## config.mk

```make
export PLATFORM = sky130hd
export DESIGN_NAME = hazard_fwd_ctrl
export DESIGN_NICKNAME = d
export VERILOG_FILES = /design/src/rtl/hazard_fwd_ctrl.sv
export SDC_FILE = /design/constraint.sdc
export NUM_CORES = 1
export LEC_CHECK = 0
export BUFFER_PORTS_ARGS = -buffer_cell sky130_fd_sc_hd__buf_2
export CAP_MARGIN = 40
export CORE_UTILIZATION = 58
export DETAILED_ROUTE_END_ITERATION = 10
export GPL_TIMING_DRIVEN = 0
export PLACE_DENSITY = 0.85
export SYNTH_ARGS = -nofsm -noshare
export SYNTH_HDL_FRONTEND = slang
export SYNTH_SLANG_ARGS = --single-unit
```

## constraint.sdc

```tcl
create_clock -name clk -period 4.8 [get_ports clk]
set_clock_uncertainty 0.2 [all_clocks]
set_input_delay 0 -clock clk [delete_from_list [all_inputs] [get_ports clk]]
set_output_delay 0 -clock clk [all_outputs]
set_load 0.005 [all_outputs]
```

## src/rtl/hazard_fwd_ctrl.sv

```systemverilog
// hazard_fwd_ctrl: operand-forward select and load-use stall generator for an
// RV32I pipeline. It sits beside decode and tracks a shadow of the last
// FWD_DEPTH issued instructions (valid, rd, is_load). Entry 0 is the youngest (EX).
module hazard_fwd_ctrl #(
    parameter int ILEN      = 32,
    parameter int FWD_DEPTH = 3,
    parameter int LOAD_LAT  = 1,
    parameter int CNT_W     = 16,
    localparam int FSEL_W   = $clog2(FWD_DEPTH + 1)
) (
    input  logic              clk,
    input  logic              rst,
    input  logic [ILEN-1:0]   id_instr,
    input  logic              id_valid,
    input  logic              adv,
    input  logic              flush,
    output logic [FSEL_W-1:0] fwd_sela,
    output logic [FSEL_W-1:0] fwd_selb,
    output logic              stall,
    output logic              bubble,
    output logic [CNT_W-1:0]  stall_cnt
);

    localparam logic [6:0] OP_R     = 7'b0110011;
    localparam logic [6:0] OP_I     = 7'b0010011;
    localparam logic [6:0] OP_LOAD  = 7'b0000011;
    localparam logic [6:0] OP_S     = 7'b0100011;
    localparam logic [6:0] OP_B     = 7'b1100011;
    localparam logic [6:0] OP_JALR  = 7'b1100111;
    localparam logic [6:0] OP_LUI   = 7'b0110111;
    localparam logic [6:0] OP_AUIPC = 7'b0010111;
    localparam logic [6:0] OP_JAL   = 7'b1101111;

    logic [6:0]           opcode_s;
    logic                 use1_s, use2_s, wr_s;
    logic                 is_load_s;
    logic [4:0]           rs1_s, rs2_s, rd_s;
    logic                 unused_bits_s;

    logic [FWD_DEPTH-1:0] sh_v_r;
    logic [FWD_DEPTH-1:0] sh_ld_r;
    logic [4:0]           sh_rd_r [FWD_DEPTH];

    logic [FSEL_W-1:0]    sel1_s, sel2_s;
    logic                 hz1_s, hz2_s;
    logic                 stall_s, bubble_s;
    logic [CNT_W-1:0]     stall_cnt_r;

    assign opcode_s      = id_instr[6:0];
    assign unused_bits_s = ^{id_instr[ILEN-1:25], id_instr[14:12]};

    // Classify the decode instruction: which source fields it reads, whether it writes rd.
    always_comb begin
        use1_s    = 1'b0;
        use2_s    = 1'b0;
        wr_s      = 1'b0;
        is_load_s = (opcode_s == OP_LOAD);
        case (opcode_s)
            OP_R:     begin use1_s = 1'b1; use2_s = 1'b1; wr_s = 1'b1; end
            OP_I:     begin use1_s = 1'b1; wr_s = 1'b1; end
            OP_LOAD:  begin use1_s = 1'b1; wr_s = 1'b1; end
            OP_S:     begin use1_s = 1'b1; use2_s = 1'b1; end
            OP_B:     begin use1_s = 1'b1; use2_s = 1'b1; end
            OP_JALR:  begin use1_s = 1'b1; wr_s = 1'b1; end
            OP_LUI:   begin wr_s = 1'b1; end
            OP_AUIPC: begin wr_s = 1'b1; end
            OP_JAL:   begin wr_s = 1'b1; end
            default:  begin use1_s = 1'b0; use2_s = 1'b0; wr_s = 1'b0; end
        endcase
        rs1_s = use1_s ? id_instr[19:15] : 5'd0;
        rs2_s = use2_s ? id_instr[24:20] : 5'd0;
        rd_s  = wr_s   ? id_instr[11:7]  : 5'd0;
    end

    // Youngest-match search: scan oldest to youngest so the youngest match is kept last.
    always_comb begin
        sel1_s = {FSEL_W{1'b0}};
        sel2_s = {FSEL_W{1'b0}};
        hz1_s  = 1'b0;
        hz2_s  = 1'b0;
        for (int k = FWD_DEPTH - 1; k >= 0; k--) begin
            if (sh_v_r[k] && (sh_rd_r[k] != 5'd0) && (sh_rd_r[k] == rs1_s)) begin
                sel1_s = FSEL_W'(k + 1);
                hz1_s  = sh_ld_r[k] && (k < LOAD_LAT);
            end else begin
                sel1_s = sel1_s;
                hz1_s  = hz1_s;
            end
            if (sh_v_r[k] && (sh_rd_r[k] != 5'd0) && (sh_rd_r[k] == rs2_s)) begin
                sel2_s = FSEL_W'(k + 1);
                hz2_s  = sh_ld_r[k] && (k < LOAD_LAT);
            end else begin
                sel2_s = sel2_s;
                hz2_s  = hz2_s;
            end
        end
    end

    // Stall/bubble and gated forward selects; flush suppresses the stall.
    always_comb begin
        stall_s  = id_valid & ~flush & (hz1_s | hz2_s);
        bubble_s = stall_s | flush;
        if (id_valid && !stall_s) begin
            fwd_sela = sel1_s;
            fwd_selb = sel2_s;
        end else begin
            fwd_sela = {FSEL_W{1'b0}};
            fwd_selb = {FSEL_W{1'b0}};
        end
    end

    assign stall     = stall_s;
    assign bubble    = bubble_s;
    assign stall_cnt = stall_cnt_r;

    // Shadow pipeline: shift on advance, insert the decode instruction (or a bubble) at entry 0.
    always_ff @(posedge clk) begin
        if (!rst) begin
            sh_v_r  <= {FWD_DEPTH{1'b0}};
            sh_ld_r <= {FWD_DEPTH{1'b0}};
            for (int k = 0; k < FWD_DEPTH; k++) begin
                sh_rd_r[k] <= 5'd0;
            end
        end else if (adv) begin
            for (int k = FWD_DEPTH - 1; k >= 1; k--) begin
                sh_v_r[k]  <= sh_v_r[k-1];
                sh_rd_r[k] <= sh_rd_r[k-1];
                sh_ld_r[k] <= sh_ld_r[k-1];
            end
            sh_v_r[0]  <= id_valid & ~bubble_s;
            sh_rd_r[0] <= rd_s;
            sh_ld_r[0] <= is_load_s;
        end else begin
            sh_v_r  <= sh_v_r;
            sh_ld_r <= sh_ld_r;
        end
    end

    // Saturating count of stall cycles that actually advanced.
    always_ff @(posedge clk) begin
        if (!rst) begin
            stall_cnt_r <= {CNT_W{1'b0}};
        end else if (stall_s && adv && !(&stall_cnt_r)) begin
            stall_cnt_r <= stall_cnt_r + CNT_W'(1);
        end else begin
            stall_cnt_r <= stall_cnt_r;
        end
    end

endmodule

```

==> summary.md, run 1 <==
| Metric | Value |
|---|---|
| Clock Tree Buf Depth | `2` |
| Grt total ovfl | `0` |
| CTS tree | `yes` |
| Crit path launch | `sh_rd_r[0][0]` |
| Worst-path clk slew | `70 ps` |
| Setup TNS | `0 ps` |
| Total track usage | `31.6%` |
| DR vias/cell | `~6.4` |
| PortBufs | `a little over 40` |
| Final hold vios | `0` |
| Max Fclk | `0.329 GHz` |
| CP endpoint | `sh_v_r[0]` |
| Reg2Reg Depth | `9` |
| CTS Buf Count | `5` |
| Antenna violation net count after detailed routing | `0` |
| Max Cap Viol | `0` |
| RR Endpoint | `sh_v_r[0]` |
| Int Pwr | `0.000464 W` |
| R2r setup slk | `1760 ps` |
| Synth Instances | `~290` |
| Syn_area_per_cell | `8.43 µm²` |
| CTS Root Buffer Type | `clkbuf_8` |
| Ant diodes | `0` |
| Outcome | `complete, no violations` |
| DP HPWL | `4490 µm` |
| Register area share after synthesis | `35.2%` |
| Max VDD drop | `about 0.00022 V` |
| Reg-to-Reg Start | `sh_rd_r[0][0]` |
| Final Util | `72.5%` |
| Cell Area, Placed | `0.00269 mm²` |
| Max-Slew Margin vs Limit | `56.8%` |
| Fin nets | `386` |
| Placed Instances | `378` |
| RSZ-0062 raised after global routing | `no` |
| Rows | `23` |
| Psw | `around 0.00018 W` |
| Logic pwr share | `between 10% and 20%` |
| Die height | `66.6 µm` |
| Fraction of registers with async set/reset | `0%` |
| Clk Latency, worst-skew pair | `290 ps` |
| Area delta synth->final | `20.0%` |
| Crit path required time | `4780 ps` |
| Ports | `59` |
| Commonest non-fill, non-tap cell in the layout | `buf_2` |
| Post-synth EDFFs | `15` |
| DR pass1 iterations | `5` |
| Crit. End Element | `flip-flop` |
| Period utilization | `between 60 and 70%` |
| DIE WIDTH | `~67 µm` |
| Yosys warnings | `0` |
| Final setup viols | `0` |
| Slew Viols, Final | `0` |
| Cell Pwr Density | `221 mW/mm²` |
| Total Power | `0.000641 W` |
| Post-route minimum period | `3040 ps` |
| P_leak | `about 1.1 nW` |
| Post-Layout Cell Count | `399` |
| Post-synth top flop | `dfxtp_1` |
| Top cell type's share of synthesized area | `18.6%` |
| Reg power frac | `between 50 and 60%` |
| Most frequent cells in the layout | `43 x buf_2, 25 x nor2_1, 20 x dfxtp_1` |
| Sink Count | `35` |
| Leading area contributor after synthesis | `edfxtp_1` |
| Switching share of power | `27.7%` |
| Initial antenna violation count | `0` |
| Die Area | `roughly 0.0044 mm²` |
| Initial Util | `60.5%` |
| CP Max Fanout | `10` |
| Core ar. | `0.00400 mm²` |
| Main area contributors after synthesis | `edfxtp_1 19%, dfxtp_1 17%, xnor2_1 4.3%` |
| Final Cell Area | `0.00290 mm²` |
| Vias after detailed routing | `2547` |
| # Post-CTS Setup Buffers | `0` |
| Critical Path AT | `3020 ps` |
| Routed wire length | `about 6600 µm` |
| Drt drc | `0` |
| Synthesized flop and latch total | `35` |
| Largest net degree at the start of global routing | `16` |
| Least-Margin Pin Slew | `647 ps` |
| Layout cells sized above 1 | `17.2%` |
| Critical path start-end classification | `flip-flop to flip-flop` |
| Critical path startpoint category | `flip-flop` |
| Syn nets | `325` |
| Initial DRC Count | `roughly 170` |
| Synth unique cells | `between 50 and 60` |
| Clock Power Share | `33.5%` |
| Worst hold-check path type | `primary input to flip-flop` |
| Post-synthesis cell area | `between 0.002 and 0.0025 mm²` |
| Routability cong. | `0.835` |
| CTS H-tree lvls | `2` |
| First-pass GRT wire length | `~10000 µm` |
| Vias in the first global route | `2192` |
| Mean routed wirelength per cell | `16.7 µm` |
## synth_stat cells (5+ instances only)
cell type  instances
o31ai_1           10
nand4_1            5
nand3_1            9
nor4bb_1           6
a21oi_1           19
edfxtp_1          15
a31oi_1            9
or4_1             11
dfxtp_1           20
clkbuf_1          12
inv_1              7
nand2_1           18
o21ai_0           14
and3_1            14
and2_1             9
xnor2_1           12
nor3_1             6
nand2b_1           6
nor2_1            25
## power groups by stage
stage          Sequential (W)  Combinational (W)  Clock, W
4_1_cts              0.000331          0.0000925  0.000212
5_1_grt              0.000332           0.000104  0.000228
2_1_floorplan        0.000333          0.0000591         0
3_5_place_dp         0.000337          0.0000845         0
3_3_place_gp         0.000337          0.0000825         0
6_report             0.000331          0.0000951  0.000215
## critical path, stage by stage, from the launching register on
cell and delay, ps:
edfxtp_1 500, nor4bb_1 340, a31oi_1 70, or2_1 240
a22oi_2 260, a21oi_2 150, buf_2 220, nor2_1 250
o21ai_0 150, dlygate4sd3_1 570
## kinds of logic (layout without fill, tap and decap cells)
family | count (synthesis) | in the layout | share of synthesized area, %
and+or+nand+nor | 131 | 131 | 31.7
AOI/OAI and AO/OA | 78 | 78 | 21.5
DFF | 35 | 35 | 35.2
buffers and inverters | 24 | 86 | 4.45
xor gates and xnor gates | 14 | 14 | 5.07
muxes | 4 | 4 | 1.66
adders and majority gates | 1 | 1 | 0.517
## metrics by stage
step | setup slack, ps | hold slack (ps)
after floorplan | 2520 | -112
after CTS | 1860 | 102
after global placement | 2230 | 74.9
after global routing | 1610 | 163
after detailed placement | 2170 | 80.8
final | 1760 | 122
## cell type report
| class | instances | area, µm² |
|---|---|---|
| multi-input combinational | 228 | 1460 |
| fill | 315 | 1100 |
| sequential | 35 | 851 |
| timing repair buffer | 54 | 335 |
| buffer | 17 | 81.3 |
| clock buffer | 6 | 72.6 |
| tap | 50 | 62.6 |
| inverter | 7 | 26.3 |
| clock inverter | 2 | 12.5 |
## per-layer routing
layer	track usage, %	vias to the layer above	wire length [µm]
li1	-	1215	-
met1	38.9	1218	2690
met2	55.1	101	3460
met3	4.62	13	361
met4	11.7	0	136
met5	0	-	0
## flip-flops by register name, indices dropped and copies added (netlist names)
register	count
sh_rd_r	15
stall_cnt	16
sh_v_r	3
sh_ld_r	1
## what timing repair did
item	4_1_cts	5_1_grt
gates resized for setup	0	0
hold buffers	13	0
hold endpoints to repair	14	0
## how the worst min path moves through the flow
stage | depth (start not counted) | from | end
4_1_cts | 3 | id_instr[0] | sh_ld_r[0]
5_1_grt | 4 | id_instr[0] | sh_rd_r[0][4]
3_5_place_dp | 2 | id_instr[9] | sh_rd_r[0][2]
6_report | 4 | id_instr[0] | sh_rd_r[0][0]
3_3_place_gp | 3 | flush | bubble
2_1_floorplan | 1 | flush | bubble
Power figures use the tool's default switching activity.
==> run 2: changes to the inputs <==
- ABC_AREA: default -> 1
- CORE_UTILIZATION: 58 -> 49
- PLACE_DENSITY: 0.85 -> 0.75
- clock period: 4.8 -> 2.57 ns (I/O delays scaled with it)
==> run 2 against run 1 <==
  * Clock power grew 82%
  * Area after synthesis is 6.9% higher
  * First-iteration DRC count decreased by 45%
  * Critical path type is now flip-flop to primary output
  * Highest routed layer unchanged
  * Sequential share of layout area decreased by 2.3 points
  * Non-clock buffer count decreased by 1
  * Utilization is 11 points lower
  * Synthesized cell count grew 31%
==> summary.md, run 2 <==
| Metric | Value |
|---|---|
| Initial Util | `50.6% (-9.9 points)` |
| Mean routed wirelength per cell | `12.3 µm (-26%)` |
| Critical path start-end classification | `flip-flop to primary output` |
| Synthesized flop and latch total | `35 (unchanged)` |
| Initial DRC Count | `94 (-45%)` |
| Crit path required time | `2370 ps (-2410 ps)` |
| Cell with the most instances after synthesis | `nand2_1` |
| Yosys warnings | `0 (unchanged)` |
| DR vias/cell | `5.01 (-22%)` |
| DR pass1 iterations | `4 (-1)` |
| Cell Pwr Density | `371 mW/mm² (+68%)` |
| Hold EP | `sh_rd_r[0][2]` |
| Synth cell count leaders | `74 x nand2_1, 69 x inv_1, 65 x nor2_1` |
| DIE WIDTH | `74.6 µm (+12%)` |
| Grt total ovfl | `0 (unchanged)` |
| Worst hold-check path type | `primary input to flip-flop` |
| Post-synthesis cell area | `0.00258 mm² (+6.9%)` |
| Synth unique cells | `33 (-41%)` |
| Post-Synth Simple-Gate Area | `39.5% (+7.9 points)` |
| Post-synth top flop | `dfxtp_1` |
| Die height | `74.6 µm (+12%)` |
| Slew Viols, Final | `0 (unchanged)` |
| Dpl ws | `359 ps (-1810 ps)` |
| Clk Latency, worst-skew pair | `280 ps (about the same)` |
| Post-synthesis adder-cell area fraction | `0.484% (-0.033 points)` |
| Max-Slew Margin vs Limit | `70.5% (+14 points)` |
| Top cell type's share of synthesized area | `17.4% (-1.2 points)` |
| CP Max Fanout | `10 (unchanged)` |
| P_leak | `1.63 nW (+47%)` |
| Total track usage | `24.7% (-6.9 points)` |
| Syn nets | `415 (+28%)` |
| RSZ-0062 raised after global routing | `no` |
| Register area share after synthesis | `32.9% (-2.3 points)` |
| RR Endpoint | `stall_cnt[15]` |
| Commonest non-fill, non-tap cell in the layout | `nand2_1` |
| Reg-to-Reg Start | `stall_cnt[0]` |
| Final hold vios | `0 (unchanged)` |
| Setup TNS | `0 ps (unchanged)` |
| Reg2Reg Depth | `13 (+4)` |
| Least-Margin Pin Slew | `437 ps (-210 ps)` |
| Setup WS post-layout | `166 ps (-1590 ps)` |
| Drt drc | `0 (unchanged)` |
| Compound-cell area share of the yosys netlist | `9.83% (-12 points)` |
| Post-route minimum period | `2400 ps` |
| Post-synth EDFFs | `15 (unchanged)` |
| Max Cap Viol | `0 (unchanged)` |
| PortBufs | `47 (+15%)` |
| Clock Tree Buf Depth | `2 (unchanged)` |
| Cell Area, Placed | `0.00292 mm² (+8.7%)` |
| Max reg flops | `16 (unchanged)` |
| Ant diodes | `0 (unchanged)` |
| Hold Path Cell Cnt | `5 (+1)` |
| Crit. End Element | `primary output` |
| Largest family of logic cells by synthesized area | `simple AND/OR/NAND/NOR gates` |
| Hold Path Origin | `id_instr[4]` |
| Vias in the first global route | `2392 (+9.1%)` |
| Largest net degree at the start of global routing | `13 (-3)` |
| Final setup viols | `0 (unchanged)` |
| Leading area contributor after synthesis | `edfxtp_1` |
| Core ar. | `0.00511 mm² (+28%)` |
| Ports | `59 (unchanged)` |
| Initial antenna violation count | `0 (unchanged)` |
| Outcome | `complete, no violations` |
| Max VDD drop | `0.000237 V (+9.5%)` |
| Area delta synth->final | `21.9%` |
| Most frequent cells in the layout | `73 x nand2_1, 65 x nor2_1, 65 x inv_1` |
| CTS H-tree lvls | `2 (unchanged)` |
| Max Fclk | `0.416 GHz` |
| Critical path startpoint category | `flip-flop` |
| Synth Instances | `377 (+31%)` |
| Fraction of registers with async set/reset | `0% (unchanged)` |
| CTS tree | `yes` |
| Final Cell Area | `0.00315 mm² (+8.6%)` |
| Fillers | `500 (+59%)` |
| Critical Path AT | `2200 ps (-820 ps)` |
| DP HPWL | `4810 µm (+7.2%)` |
| Sink Count | `35 (unchanged)` |
| Vias after detailed routing | `2595 (+1.9%)` |
| CTS Buf Count | `5 (unchanged)` |
| Layout cells sized above 1 | `25.0% (+7.8 points)` |
| Post-Synth XOR/XNOR Area | `4.74% (-0.33 points)` |
| CTS Root Buffer Type | `clkbuf_8` |
| Antenna violation net count after detailed routing | `0 (unchanged)` |
| Syn_area_per_cell | `6.86 µm² (-19%)` |
| Period utilization | `93.5%` |
| First-pass GRT wire length | `10400 µm (-1.2%)` |
| Main area contributors after synthesis | `edfxtp_1 17%, dfxtp_1 15%, nand2_1 11%` |
| Die Area | `0.00557 mm² (+26%)` |
| Worst-path clk slew | `70 ps (about the same)` |
| Routed wire length | `6360 µm (-4.3%)` |
| Fin nets | `485 (+26%)` |
| Routability cong. | `0.901 (+7.9%)` |
| Rows | `26 (+13%)` |
| R2r setup slk | `340 ps (-1420 ps)` |
| Mux contribution to synthesized area | `0% (-1.7 points)` |
-- run 2: worst max path at each step --
stage | endpoint | from
6_report | fwd_selb[0] | sh_rd_r[0][3]
5_1_grt | fwd_selb[0] | sh_rd_r[0][3]
4_1_cts | fwd_selb[0] | sh_rd_r[0][1]
3_5_place_dp | stall_cnt[14] | stall_cnt[0]
3_3_place_gp | stall_cnt[14] | stall_cnt[0]
2_1_floorplan | stall_cnt[15] | stall_cnt[0]
-- run 2: layer usage --
layer | global-route usage, % | share of wire [%]
met5 | 0 | 0
met3 | 4.95 | 4.1
met4 | 8.81 | 1.1
met2 | 45.8 | 51
met1 | 27.9 | 44
-- run 2: kinds of logic (layout without fill, tap and decap cells) --
logic type               Yosys count  in the layout
AO/OA/AOI/OAI                     40             40
XOR/XNOR                          14             14
adder cells (fa/ha/maj)            1              1
flip-flops                        35             35
buffers and inverters             80            151
AND/OR/NAND/NOR                  207            207
-- run 2: worst max-delay path: stages (launching register included) --
cell and delay (ps):
edfxtp_1 440, inv_2 130, nand4_1 90, o21ai_0 140, inv_1 100, nand2_1 80
nor2_1 50, nand3b_2 120, nand2_4 90, buf_8 160, nand2_1 120, nand2_2 120
a21oi_1 150, buf_2 130
-- run 2: report_power, final --
| group | switching, W | internal, W | total, W | leakage [nW] |
|---|---|---|---|---|
| Clock | 0.000206 | 0.000186 | 0.000392 | 0.0477 |
| Sequential | 0.0000138 | 0.000594 | 0.000608 | 0.327 |
| Combinational | 0.0000986 | 0.0000710 | 0.000170 | 1.25 |
-- run 2: cell type report --
class	instances	area (µm²)	area share, %
buffer	7	48.8	1.55
clock buffer	5	68.8	2.18
clock inverter	3	15.0	0.477
inverter	73	274	8.70
multi-input combinational	262	1420	45.0
sequential	35	851	27.0
tap	70	87.6	2.78
timing repair buffer	63	387	12.3
-- run 2: through the flow --
| stage | hold slack, ps | total power [W] | cells | util [%] |
|---|---|---|---|---|
| finish | 93.9 | 0.00117 | 518 | 61.7 |
| global placement | 87.7 | 0.000765 | 494 | 56.9 |
| detailed placement | 93.7 | 0.000771 | 495 | 57.2 |
| floorplan | -97.1 | 0.000715 | 377 | - |
| global route | 113 | 0.00122 | 518 | 61.7 |
| CTS | 87.7 | 0.00117 | 514 | 61.0 |
-- run 2: timing repair --
action	CTS	global route
endpoints found under the hold margin	18	0
setup endpoints to repair	0	5
setup buffers	0	4
gates resized for setup	0	6
hold buffers	11	0
